[src/rtl/cpu_types_pkg.sv]
// Shared CPU datapath types.
// Also defines the writeback-stage end-of-program state encoding.
package cpu_types_pkg;

    typedef logic [31:0] word_t;
    typedef logic [4:0]  regbits_t;

    typedef enum logic [1:0] {
        WB_RUN,
        WB_FLUSH,
        WB_HALTED
    } wb_state_t;

endpackage

[src/rtl/wb_data_select.sv]
// Final register-file write data selection.
// Upper-immediate data has priority over load data; the ALU result is the default.
module wb_data_select #(
    parameter int unsigned WORD_W = 32
) (
    input  logic              lui_flag,
    input  logic              mem_to_reg,
    input  logic [WORD_W-1:0] alu_result,
    input  logic [WORD_W-1:0] load_data,
    input  logic [WORD_W-1:0] lui_data,
    output logic [WORD_W-1:0] wdat
);

    always_comb begin
        wdat = alu_result;
        if (lui_flag) begin
            wdat = lui_data;
        end else if (mem_to_reg) begin
            wdat = load_data;
        end
    end

endmodule

[src/rtl/writeback_unit.sv]
// Writeback stage: drives the register file write port and a one-entry forwarding bypass.
// Sequences halt -> dcache flush -> system halt, and counts retired instructions.
module writeback_unit
    import cpu_types_pkg::*;
#(
    parameter int unsigned WORD_W    = 32,
    parameter int unsigned REG_SEL_W = 5,
    parameter int unsigned CNT_W     = 32
) (
    input  logic                 CLK,
    input  logic                 nRST,
    input  logic                 wbcuHALT,
    input  logic                 wbMemToReg,
    input  logic                 wbWEN,
    input  logic                 wbLUIflag,
    input  logic [REG_SEL_W-1:0] wbwsel,
    input  logic [WORD_W-1:0]    wbOutput_Port,
    input  logic [WORD_W-1:0]    wbdmemload,
    input  logic [WORD_W-1:0]    wbLUIdata,
    input  logic [WORD_W-1:0]    wbinstr,
    input  logic                 dflushed,
    output logic                 rf_WEN,
    output logic [REG_SEL_W-1:0] rf_wsel,
    output logic [WORD_W-1:0]    rf_wdat,
    output logic                 fwd_valid,
    output logic [REG_SEL_W-1:0] fwd_wsel,
    output logic [WORD_W-1:0]    fwd_wdat,
    output logic                 dflush,
    output logic                 halt,
    output logic [CNT_W-1:0]     retired
);

    wb_state_t         state;
    wb_state_t         state_next;
    logic              valid;
    logic              commit;
    logic [WORD_W-1:0] sel_wdat;

    // A zero instruction word is a pipeline bubble.
    assign valid  = (wbinstr != '0);
    assign commit = valid && (state == WB_RUN) && !wbcuHALT;

    wb_data_select #(
        .WORD_W(WORD_W)
    ) u_data_select (
        .lui_flag  (wbLUIflag),
        .mem_to_reg(wbMemToReg),
        .alu_result(wbOutput_Port),
        .load_data (wbdmemload),
        .lui_data  (wbLUIdata),
        .wdat      (sel_wdat)
    );

    always_comb begin
        rf_WEN  = commit && wbWEN && (wbwsel != '0);
        rf_wsel = wbwsel;
        rf_wdat = sel_wdat;
    end

    always_ff @(posedge CLK or negedge nRST) begin
        if (!nRST) begin
            state <= WB_RUN;
        end else begin
            state <= state_next;
        end
    end

    always_comb begin
        state_next = state;
        case (state)
            WB_RUN:    if (valid && wbcuHALT) state_next = WB_FLUSH;
            WB_FLUSH:  if (dflushed) state_next = WB_HALTED;
            WB_HALTED: state_next = WB_HALTED;
            default:   state_next = WB_RUN;
        endcase
    end

    // Decoded straight from the state flop, so both outputs are glitch-free registered levels.
    always_comb begin
        dflush = (state == WB_FLUSH);
        halt   = (state == WB_HALTED);
    end

    always_ff @(posedge CLK or negedge nRST) begin
        if (!nRST) begin
            fwd_valid <= 1'b0;
            fwd_wsel  <= '0;
            fwd_wdat  <= '0;
        end else begin
            fwd_valid <= rf_WEN;
            if (rf_WEN) begin
                fwd_wsel <= rf_wsel;
                fwd_wdat <= rf_wdat;
            end
        end
    end

    always_ff @(posedge CLK or negedge nRST) begin
        if (!nRST) begin
            retired <= '0;
        end else if (commit && (retired != '1)) begin
            retired <= retired + CNT_W'(1);
        end
    end

endmodule

[config.mk]
export PLATFORM = sky130hd
export DESIGN_NAME = writeback_unit
export DESIGN_NICKNAME = d
export VERILOG_FILES = /design/src/rtl/cpu_types_pkg.sv /design/src/rtl/wb_data_select.sv /design/src/rtl/writeback_unit.sv
export SDC_FILE = /design/constraint.sdc
export NUM_CORES = 1
export LEC_CHECK = 0
export BUFFER_PORTS_ARGS = -buffer_cell sky130_fd_sc_hd__buf_2
export CAP_MARGIN = 15
export CORE_MARGIN = 3
export CORE_UTILIZATION = 47
export CTS_BUF_LIST = sky130_fd_sc_hd__clkbuf_4
export CTS_CLUSTER_SIZE = 16
export DETAILED_ROUTE_END_ITERATION = 10
export GPL_TIMING_DRIVEN = 0
export HOLD_SLACK_MARGIN = 0.06
export PLACE_DENSITY = 0.88
export SYNTH_ARGS = -nofsm -noshare
export SYNTH_HDL_FRONTEND = slang
export SYNTH_SLANG_ARGS = --single-unit
export TNS_END_PERCENT = 30
[constraint.sdc]
create_clock -name CLK -period 3.4 [get_ports CLK]
set_input_delay 0.34 -clock CLK [delete_from_list [all_inputs] [get_ports CLK]]
set_output_delay 0.34 -clock CLK [all_outputs]
set_load 0.03 [all_outputs]
---- Word-level counts from Yosys, hierarchy flattened ----
Cells that the tools add are included.
word-level totals
  logic and storage cells ................. 27
  flip-flop bits (word level) ............. 72
  memory bits (writable) .................. 0
  bits of input ports ..................... 140
  latch bits .............................. 0
  memories kept ........................... 0
  bits in read-only memories .............. 0
cells by class
  shift-type cells ........................ 0
  muxes and demuxes ....................... 5
  multiply operators ...................... 0
  bitwise gates (word level) .............. 0
  magnitude comparators ................... 0
  reductions and logical operators ........ 11
  add/sub/neg operators ................... 1
  div/mod/pow operators ................... 0
  equal/unequal tests ..................... 5
operators by type and width
  kind                                                                   count
  32-bit two-way mux                                                     2
  32-bit by 1-bit adder with 32-bit output, second input constant        1
  32-bit != test, second input constant                                  1
  32-bit nonzero test                                                    1
  1-bit logical AND                                                      6
  2-bit one-hot mux with 3 select lines                                  1
  5-bit nonzero test                                                     1
  2-bit two-way mux                                                      2
  2-bit by 1-bit equality test with 1-bit output, second input constant  1
  2-bit equality test, second input constant                             1
  2-bit logical NOT                                                      1
  2-bit by 1-bit != test with 1-bit output, second input constant        1
  2-bit != test, second input constant                                   1
  2-bit AND reduction                                                    1
  1-bit logical NOT                                                      1

---- Logic depth before layout (Yosys ltp) ----
Gate-level depths: netlist (run 1).
  depth in word-level cells ............... 5
  depth in mapped cells ................... 9
  gate-level depth less buffers ........... 7

---- Modules after synthesis ----
Synthesis (run 1) repeated with hierarchy kept, for this count alone.
second synthesis, totals
  cell total of the unflattened synthesis .. 385
  area total of the unflattened synthesis .. 4027.6 sq um
by module, submodules not included
  module          area an instance (sq um)  sequential area each (sq um)  cells each  instances
  writeback_unit  3313.2                    1801.7                        278         1
  wb_data_select  714.4                     0.0                           107         1

---- Worst setup path before layout (run 1) ----
No wires, ideal clock.
  path kind ............................... register to register
  start point ............................. register retired[0]
  end point ............................... register retired[16]
  required time ........................... 3263 ps
  clock period less this slack ............ 2360 ps
  cell stages (with the launch flop) ...... 9
  buffers on the path ..................... 1
  data arrival time ....................... 2223 ps
  setup slack ............................. 1040 ps
  cells stage by stage .................... dfrtp_1 ha_1 nand4_1 or3_1 or4_4 and2_1 buf_6 and4_1 xor2_1
between the ends
  longest elaborated chain between the ends .. 2
  elaborated cells between the ends (all ways) .. 3
ends and longest elaborated chain
  what                                                                              RTL line               source
  start: declaration                                                                writeback_unit.sv:30   output logic [CNT_W-1:0] retired
  start signal: assignment                                                          writeback_unit.sv:102  retired <= retired + CNT_W'(1);
  branches (longest 2 deep; another with 32-bit by 1-bit adder with 32-bit output)  -
Parallel ways; which one is timed is not known.
A chain may end at the register's enable or synchronous reset.

---- Worst setup path in the final report (run 1) ----
  start point ............................. register state[0]
  end point ............................... output port rf_WEN
between the ends
  longest elaborated chain between the ends .. 5
ends and longest elaborated chain
  what                             RTL line              source
  start: declaration               writeback_unit.sv:33  wb_state_t state;
  start signal: assignment         writeback_unit.sv:64  state <= state_next;
  2-bit logical NOT                writeback_unit.sv:41  assign commit = valid && (state == WB_RUN) && !wbcuHALT;
  1-bit logical AND (2 in series)  writeback_unit.sv:41
  1-bit logical AND (2 in series)  writeback_unit.sv:55  rf_WEN = commit && wbWEN && (wbwsel != '0);
  end: declaration                 writeback_unit.sv:22  output logic rf_WEN,
Every way passes these cells.

==> results_dict.tcl, run 1 <==
set metrics [dict create \
    clk_latency_ns 0.42 \
    powerDensity_nw_per_um2 663 \
    rsz0062_at_grt "no" \
    numPortBuffers 247 \
    ys_warn_count 0 \
    finalHoldViolations 0 \
    dieHeight_um 96.1 \
    drive_above_1_share_pct 50.9 \
    syn2layout_area_growth_pct 40.9 \
    worstSetupStartpointType "flop" \
    antenna_cells 0 \
    cts.reportedPaths.clkPinSlew_ns 0.12 \
    cts-root-buf "clkbuf_4" \
    place_congestion 0.876 \
    status "finished clean" \
    place_worst_setup_slack_ns 0.775 \
    p_total_mw 3.57 \
    drt-wirelength-per-cell_um 16.1 \
    endpoint_kind "output pin" \
    antenna_found_initial 0 \
    die-width_um 96.1 \
    layout.nets 759 \
    cts_tree "yes" \
    syn_area_sq_um 3820 \
    cts_sinks 72 \
    crit_required_ns 3.06 \
    cap_violations 0 \
    ios 250 \
    start_util_pct 48.9 \
    first_global_vias 3591 \
    synth.top_cell.area_share_pct 47.2 \
    slew_viol_final 0 \
    grt_usage_pct 24.0 \
    placed_area_sq_um 5180 \
    drcViolationCount 0 \
    relSlewSlack_pct 41.5 \
    postSynthCellCount 355 \
    fin_cells 721 \
    synthTopCellsByArea "dfrtp_1 (47%), mux2_2 (12%), mux2i_1 (8.4%)" \
    synth_seq_cells 72 \
    timing.fmax_mhz 325 \
    finalSetupViolCount 0 \
    fin_area_sq_um 5380 \
    detail-route-antenna-nets 0 \
    cts_buffers 9 \
    vias 3750 \
    wl_um 11600 \
    finClkSkew_ns 0.0103 \
    dp_cells 704 \
    row_count 32 \
    crit_type "reg2out" \
    synth_seq_area_share_pct 47.2 \
    dr.pass1.iters 6 \
    hold_path.class "in2reg" \
    p_leak_nw 2.95 \
    htreeDepth 3 \
    grt_max_degree 73 \
    crit_fanout 11 \
    critPathArrivalTime_ns 2.74 \
    via_per_inst 5.20 \
    synth_cell_types 31 \
    dpl.hpwl_um 9380 \
    dieArea_sq_um 9240 \
    core_sq_um 7810 \
    yosysTopAreaCell "dfrtp_1" \
    period_share_pct 90.6 \
    gr-total-overflow 0 \
    detail_route.iter0.violations 91 \
    worstMarginPinSlew_ns 0.878 \
    period_needed_ns 3.08 \
    grt_first_pass_wirelength_um 17100 \
    setup-tns-final_ns 0 \
    vdd_drop_max_uv 457 \
    clk_path_buf_depth 2 \
    worst_slack_ns 0.319 \
    synth_area_per_cell_sq_um 10.8 \
    syn_nets 500 \
]
-- cell usage after synthesis (all sizes together) --
master  number
a21boi       1
a21oi        2
and2         2
and3         8
and4         7
buf         12
clkbuf      11
dfrtp       72
ha           5
inv          6
mux2        39
mux2i       32
nand2       44
nand2b       1
nand3       12
nand4        9
nor2         7
nor3         5
nor4        12
o21ai       33
o311a        1
or3          2
or4          1
xnor2       15
xor2        16
-- area by class of cell --
class                           count  area [sq um]
Buffer                             23           128
Clock buffer                        9          67.6
Clock inverter                      7           119
Fill cell                         592          2430
Inverter                            6          22.5
Multi-Input combinational cell    254          1870
Sequential cell                    72          1800
Tap cell                          102           128
Timing Repair Buffer              248          1250
-- critical path, cell delays in order (launching register included) --
cell and delay, ns:
dfrtp_1 0.42, inv_1 0.12, ha_1 0.19, nand2b_1 0.06, a21oi_1 0.43, o311a_1 0.28, clkbuf_1 0.51, buf_2 0.32
-- power by group --
part	switching [mW]	internal (mW)
logic	1.04	0.573
clock network	0.314	0.373
registers	0.155	1.12
total	1.51	2.06
-- state kept, by name, summed over array words and instances, names as in the netlist --
| signal | cells |
|---|---|
| fwd_valid | 1 |
| fwd_wdat | 32 |
| fwd_wsel | 5 |
| retired | 32 |
| state | 2 |
-- timing repair --
| item | 4_1_cts | 5_1_grt |
|---|---|---|
| hold endpoints to repair | 72 | 0 |
| setup buffers | 0 | 0 |
| gates resized for setup | 0 | 0 |
| hold buffers | 1 | 0 |
| endpoints found under the setup margin | 0 | 0 |
-- worst paths after layout --
kind	end	cells after the start	startpoint	slack, ns
worst min-delay path	fwd_wsel[2]$_DFFE_PN0P_	3	wbWEN	0.16
min in group asynchronous	fwd_wdat[19]$_DFFE_PN0P_	2	nRST	0.58
max in group asynchronous	retired[14]$_DFFE_PN0P_	2	nRST	2.26
worst min register to register	retired[29]$_DFFE_PN0P_	1	retired[29]$_DFFE_PN0P_	0.49
worst max-delay path	rf_WEN	7	state[0]$_DFFE_PN0P_	0.32
worst max register to register	fwd_wsel[1]$_DFFE_PN0P_	8	state[0]$_DFFE_PN0P_	0.87
-- cells in the final DEF (no fill, tap or decap), drive strengths merged, types with 3 or more instances in the layout --
cell type  instances
and3               8
and4               7
buf              259
bufinv             3
clkbuf            20
dfrtp             72
ha                 5
inv                7
mux2              39
mux2i             32
nand2             44
nand3             12
nand4              9
nor2               7
nor3               5
nor4              12
o21ai             33
xnor2             15
xor2              16
-- metal layers --
layer,vias up,global-route usage (%),routed length [um]
li1,1772,-,-
met1,1803,26.8,4400
met2,150,43.8,6160
met3,25,6.18,791
met4,0,8.65,245
met5,-,0,0
-- per-stage QoR --
step	hold slack (ns)	utilization [%]
floorplan	0.0444	-
global placement	0.473	66.4
detailed placement	0.478	66.4
CTS	0.131	68.9
global route	0.157	68.9
finish	0.161	68.9
-- cell families (layout without fill, tap and decap cells) --
kind of cell / Yosys count / after routing / share of synthesized area, %
AOI/OAI and AO/OA: 37 / 37 / 5.05
adders and majority gates: 5 / 5 / 1.64
buffers and inverters: 29 / 293 / 3.93
DFF: 72 / 72 / 47.2
muxes: 71 / 71 / 19.9
and+or+nand+nor: 110 / 110 / 15.2
xor gates and xnor gates: 31 / 31 / 7.11
Power figures use the tool's default switching activity.
==> run 2: changes to the inputs <==
--- a/config.mk
+++ b/config.mk
@@ -7,12 +7,12 @@
 export LEC_CHECK = 0
 export BUFFER_PORTS_ARGS = -buffer_cell sky130_fd_sc_hd__buf_2
 export CAP_MARGIN = 15
-export CORE_MARGIN = 3
+export CORE_MARGIN = 4
 export CORE_UTILIZATION = 47
 export CTS_BUF_LIST = sky130_fd_sc_hd__clkbuf_4
 export CTS_CLUSTER_SIZE = 16
 export DETAILED_ROUTE_END_ITERATION = 10
-export GPL_TIMING_DRIVEN = 0
+export GPL_TIMING_DRIVEN = 1
 export HOLD_SLACK_MARGIN = 0.06
 export PLACE_DENSITY = 0.88
 export SYNTH_ARGS = -nofsm -noshare
==> run 2 against run 1 <==
Fmax is 10% higher; non-clock buffer count down 19; global-route usage shrank 0.055 points; largest power group unchanged; clock skew rose by 0.0012 ns; sequential share of layout area is 1.1 points higher; critical path type unchanged; worst setup slack improved by 0.29 ns; via count is 2.8% lower; hold slack lost 0.099 ns.
==> results_dict.tcl, run 2 (synthesis gave the netlist of run 1 again) <==
set metrics [dict create \
    detail_route.iter0.violations 123 \
    gr-total-overflow 0 \
    dpl.hpwl_um 9550 \
    grt_max_degree 65 \
    worst_slack_ns 0.605 \
    finClkSkew_ns 0.0115 \
    cts_hold_buf 0 \
    rsz0062_at_grt "no" \
    cts_tree "yes" \
    relSlewSlack_pct 36.2 \
    place_worst_setup_slack_ns 0.835 \
    syn2layout_area_growth_pct 36.5 \
    finalSetupViolCount 0 \
    die-width_um 98.1 \
    cts-root-buf "clkbuf_4" \
    via_per_inst 5.20 \
    first_global_vias 3800 \
    p_leak_nw 2.88 \
    r2r_slack_ns 0.86 \
    drcViolationCount 0 \
    period_share_pct 82.2 \
    status "finished clean" \
    dieArea_sq_um 9630 \
    dieHeight_um 98.1 \
    cap_violations 0 \
    cts_setup_buffers 0 \
    finalHoldViolations 0 \
    final_common_cell "buf_2" \
    crit_path_max_incr_delay_ns 0.59 \
    clk_latency_ns 0.40 \
    ios 250 \
    drive_above_1_share_pct 51.8 \
    antenna_cells 0 \
    timing.fmax_mhz 358 \
    setup-tns-final_ns 0 \
    numPortBuffers 249 \
    layout_common_cells "buf_2 (249), dfrtp_1 (72), nand2_1 (44)" \
    grt_first_pass_wirelength_um 18700 \
    fin_util_pct 66.7 \
    worstMarginPinSlew_ns 0.956 \
    period_needed_ns 2.80 \
    nFillCells 645 \
    path_cells "inv_1 > ha_1 > nand2b_1 > a21oi_1 > o311a_2 > buf_2" \
    wl_um 11700 \
    place_congestion 0.936 \
    crit_fanout 20 \
    ctsResizeCount 0 \
    path_buf_inv 2 \
    vias 3646 \
    critPathArrivalTime_ns 2.46 \
    slew_viol_final 0 \
    hold_path.class "in2async" \
    p_total_mw 3.36 \
    vdd_drop_max_uv 477 \
    detail-route-antenna-nets 0 \
    clk_path_buf_depth 2 \
    core_sq_um 7810 \
    endpoint_kind "output pin" \
    powerDensity_nw_per_um2 644 \
    drt-wirelength-per-cell_um 16.7 \
    cts.reportedPaths.clkPinSlew_ns 0.12 \
    layout.nets 740 \
    cpLargestDelayFamily "compound AO/OA/AOI/OAI gates" \
    antenna_found_initial 0 \
    cts_sinks 72 \
    cts_buffers 9 \
    crit_type "reg2out" \
    holdWs_ns 0.0623 \
    start_util_pct 48.9 \
    slowest_stage "o311a_2" \
    row_count 32 \
    top_regs "fwd_wdat (32), retired (32), fwd_wsel (5)" \
    htreeDepth 3 \
    crit_required_ns 3.06 \
    grt_usage_pct 24.0 \
    dr.pass1.iters 4 \
    worstSetupStartpointType "flop" \
]
==> run 2: changes by cell type in the layout (fill, tap and decap cells not counted), moves of 2 or more <==
cell       previous run  this run
clkbuf_1             11         0
buf_4                 6         3
clkinv_2              0         3
buf_1                 2         0
bufinv_16             3         1
==> run 2: report_power, final <==
part           total [mW]  internal (mW)  switching [mW]
Combinational        1.58          0.550            1.03
Sequential           1.27           1.12           0.151
Clock               0.507          0.223           0.283
Total                3.36           1.89            1.47
==> run 2: cell type report <==
type | instances | area [sq um] | area share [%]
inverters | 6 | 22.5 | 0.432
flip-flops and latches | 72 | 1800 | 34.6
clock inverters | 5 | 48.8 | 0.936
multi-input cells | 254 | 1870 | 35.8
repair buffers | 252 | 1270 | 24.3
well taps | 102 | 128 | 2.45
clock buffers | 10 | 75.1 | 1.44
==> run 2: worst paths after layout <==
check	start	end	cells past startpoint
worst max-delay path	state[1]$_DFFE_PN0P_	rf_WEN	6
worst min-delay path	nRST	fwd_wsel[3]$_DFFE_PN0P_	1
worst max register to register	state[1]$_DFFE_PN0P_	fwd_wdat[18]$_DFFE_PN0P_	7
worst min register to register	retired[21]$_DFFE_PN0P_	retired[21]$_DFFE_PN0P_	1
max in group asynchronous	nRST	fwd_wdat[12]$_DFFE_PN0P_	2
min in group CLK	wbwsel[3]	fwd_wsel[3]$_DFFE_PN0P_	2
==> run 2: per-stage QoR <==
step | std cells | cell area [sq um]
after floorplan | 355 | 3820
after global placement | 686 | 5090
after detailed placement | 686 | 5090
after CTS | 701 | 5210
after global routing | 701 | 5210
final | 701 | 5210
==> run 2: worst register-to-register path: cells and delay by family (launching register included) <==
kind                       cells  cell delay [ns]
muxes                          1             0.36
DFF                            1             0.42
adders and majority gates      1             0.17
AOI/OAI and AO/OA              2             1.00
buffers and inverters          2             0.42
and+or+nand+nor                1             0.06
==> run 2: metal layers <==
layer / share of wire, % / track usage [%] / vias to the layer above
li1: - / - / 1743
met1: 39 / 28.4 / 1744
met2: 53 / 42.9 / 135
met3: 6.0 / 5.43 / 24
met4: 2.0 / 7.88 / 0
met5: 0 / 0 / -
==> run 3: changes to the inputs <==
--- a/config.mk
+++ b/config.mk
@@ -8,13 +8,13 @@
 export BUFFER_PORTS_ARGS = -buffer_cell sky130_fd_sc_hd__buf_2
 export CAP_MARGIN = 15
 export CORE_MARGIN = 4
-export CORE_UTILIZATION = 47
+export CORE_UTILIZATION = 44
 export CTS_BUF_LIST = sky130_fd_sc_hd__clkbuf_4
 export CTS_CLUSTER_SIZE = 16
 export DETAILED_ROUTE_END_ITERATION = 10
 export GPL_TIMING_DRIVEN = 1
 export HOLD_SLACK_MARGIN = 0.06
-export PLACE_DENSITY = 0.88
+export PLACE_DENSITY = 0.83
 export SYNTH_ARGS = -nofsm -noshare
 export SYNTH_HDL_FRONTEND = slang
 export SYNTH_SLANG_ARGS = --single-unit
==> constraint.sdc (replaced) <==
create_clock -name CLK -period 2.7 [get_ports CLK]
set_input_delay 0.27 -clock CLK [delete_from_list [all_inputs] [get_ports CLK]]
set_output_delay 0.27 -clock CLK [all_outputs]
set_load 0.03 [all_outputs]
==> run 3 against run 2 <==
Flip-flop and latch count unchanged; combinational power up 27%; register-to-register slack worse by 0.71 ns; count of clock-buffer cells in the layout down 1; clock power increased by 26%; global-route usage down 1.5 points; final cell count up 1.1%.
==> results_dict.tcl, run 3 (synthesis gave the netlist of run 1 again) <==
set metrics [dict create \
    layout.nets 743 \
    detail-route-antenna-nets 0 \
    dr.pass1.iters 4 \
    first_global_vias 3753 \
    ios 250 \
    finClkSkew_ns 0.0108 \
    placed_area_sq_um 5110 \
    fin_util_pct 63.3 \
    clock_power_share_pct 15.0 \
    detail_route.iter0.violations 97 \
    slowest_stage "or4_4" \
    numPortBuffers 249 \
    dieHeight_um 101 \
    start_util_pct 45.8 \
    r2r-start "retired[0]$_DFFE_PN0P_" \
    power.share.sequential_pct 37.8 \
    crit_fanout 16 \
    rsz0062_at_grt "no" \
    dpl.hpwl_um 9610 \
    endpoint "retired[16]$_DFFE_PN0P_" \
    vdd_drop_max_uv 612 \
    layout_common_cells "buf_2 (248), dfrtp_1 (72), nand2_1 (44)" \
    grt_usage_pct 22.5 \
    powerDensity_nw_per_um2 806 \
    clk_path_buf_depth 2 \
    p_leak_nw 2.91 \
    antenna_found_initial 1 \
    finalHoldViolations 0 \
    clk_latency_ns 0.39 \
    drcViolationCount 0 \
    endpoint_kind "flop" \
    nFillCells 746 \
    rr_endpoint "retired[16]$_DFFE_PN0P_" \
    syn2layout_area_growth_pct 38.2 \
    grt_max_degree 73 \
    via_per_inst 5.16 \
    cts_buffers 9 \
    die-width_um 101 \
    p_sw_share_pct 43.9 \
    cts_tree "yes" \
    top_regs "fwd_wdat (32), retired (32), fwd_wsel (5)" \
    rr_worst_depth 7 \
    hold_start "wbwsel[1]" \
    core_sq_um 8340 \
    wl_um 12100 \
    combPwrFrac_pct 47.2 \
    p_sw_mw 1.87 \
    worstMarginPinSlew_ns 0.901 \
    fin_cells 709 \
    place_congestion 0.882 \
    timing.fmax_mhz 393 \
    p_total_mw 4.25 \
    hold_path.class "in2reg" \
    period_share_pct 94.3 \
    period_needed_ns 2.55 \
    fin_area_sq_um 5280 \
    slew_viol_final 0 \
    crit_cells 7 \
    crit_required_ns 2.98 \
    finalSetupViolCount 0 \
    dieArea_sq_um 10200 \
    cap_violations 0 \
    crit_type "reg2reg" \
    critPathArrivalTime_ns 2.82 \
    final_common_cell "buf_2" \
    cts.reportedPaths.clkPinSlew_ns 0.12 \
    setup-tns-final_ns 0 \
    htreeDepth 3 \
    gr-total-overflow 0 \
    crit_path_max_incr_delay_ns 0.45 \
    r2r_slack_ns 0.15 \
    row_count 33 \
    path_buf_inv 0 \
    drive_above_1_share_pct 51.9 \
    relSlewSlack_pct 39.9 \
    path_cells "ha_1 > nand4_1 > or3_1 > or4_4 > and2_1 > and4_1 > xor2_1" \
    cts_sinks 72 \
    drt-wirelength-per-cell_um 17.1 \
    dp_cells 690 \
    status "finished clean" \
    grt_first_pass_wirelength_um 18300 \
    worstSetupStartpointType "flop" \
    vias 3661 \
    cts-root-buf "clkbuf_4" \
    crit_start "retired[0]$_DFFE_PN0P_" \
    p_int_mw 2.38 \
    cpLargestDelayFamily "simple AND/OR/NAND/NOR gates" \
]
## run 3: metrics by stage
step           setup WS (ns)  hold slack [ns]
5_1_grt               0.0295            0.104
2_1_floorplan          0.340          -0.0256
4_1_cts               0.0948            0.103
3_3_place_gp           0.262            0.445
6_report               0.154            0.132
3_5_place_dp           0.189            0.453
## run 3: worst min-delay path by stage
stage | cells past startpoint | to | slack, ns
finish | 2 | fwd_wsel[1]$_DFFE_PN0P_ | 0.13
global route | 2 | fwd_wsel[0]$_DFFE_PN0P_ | 0.10
CTS | 2 | fwd_wsel[1]$_DFFE_PN0P_ | 0.10
detailed placement | 1 | fwd_wdat[23]$_DFFE_PN0P_ | 0.45
global placement | 1 | fwd_wdat[21]$_DFFE_PN0P_ | 0.45
floorplan | 0 | fwd_valid$_DFF_PN0_ | -0.03
## run 3: layout make-up
type / count / area [sq um] / area share, %
Timing Repair Buffer: 254 / 1300 / 24.7
Sequential cell: 72 / 1800 / 34.1
Antenna cell: 1 / 2.50 / 0.0474
Multi-Input combinational cell: 255 / 1890 / 35.8
Inverter: 6 / 22.5 / 0.427
Tap cell: 105 / 131 / 2.49
Clock inverter: 7 / 62.6 / 1.19
Clock buffer: 9 / 67.6 / 1.28
## run 3: repair_timing
item,in CTS,in global routing
endpoints found under the setup margin,1,1
resized for setup,1,0
pin swaps,0,1
buffers inserted,0,0
hold endpoints to repair,72,0
hold buffers,1,0
cloned,0,1
## run 3: metal layers
| metal | up-vias | share of wire, % | track usage (%) |
|---|---|---|---|
| met1 | 1769 | 39 | 26.0 |
| li1 | 1747 | - | - |
| met3 | 18 | 6.5 | 4.82 |
| met5 | - | 0 | 0 |
| met4 | 0 | 1.4 | 6.75 |
| met2 | 127 | 54 | 41.4 |
## run 3: power groups by stage
stage	sequential (mW)	combinational (mW)	clock (mW)
detailed placement	1.63	2.02	0
global placement	1.61	1.96	0
finish	1.61	2.01	0.638
global route	1.66	2.14	0.715
floorplan	2.24	0.720	0
CTS	1.61	2.02	0.663
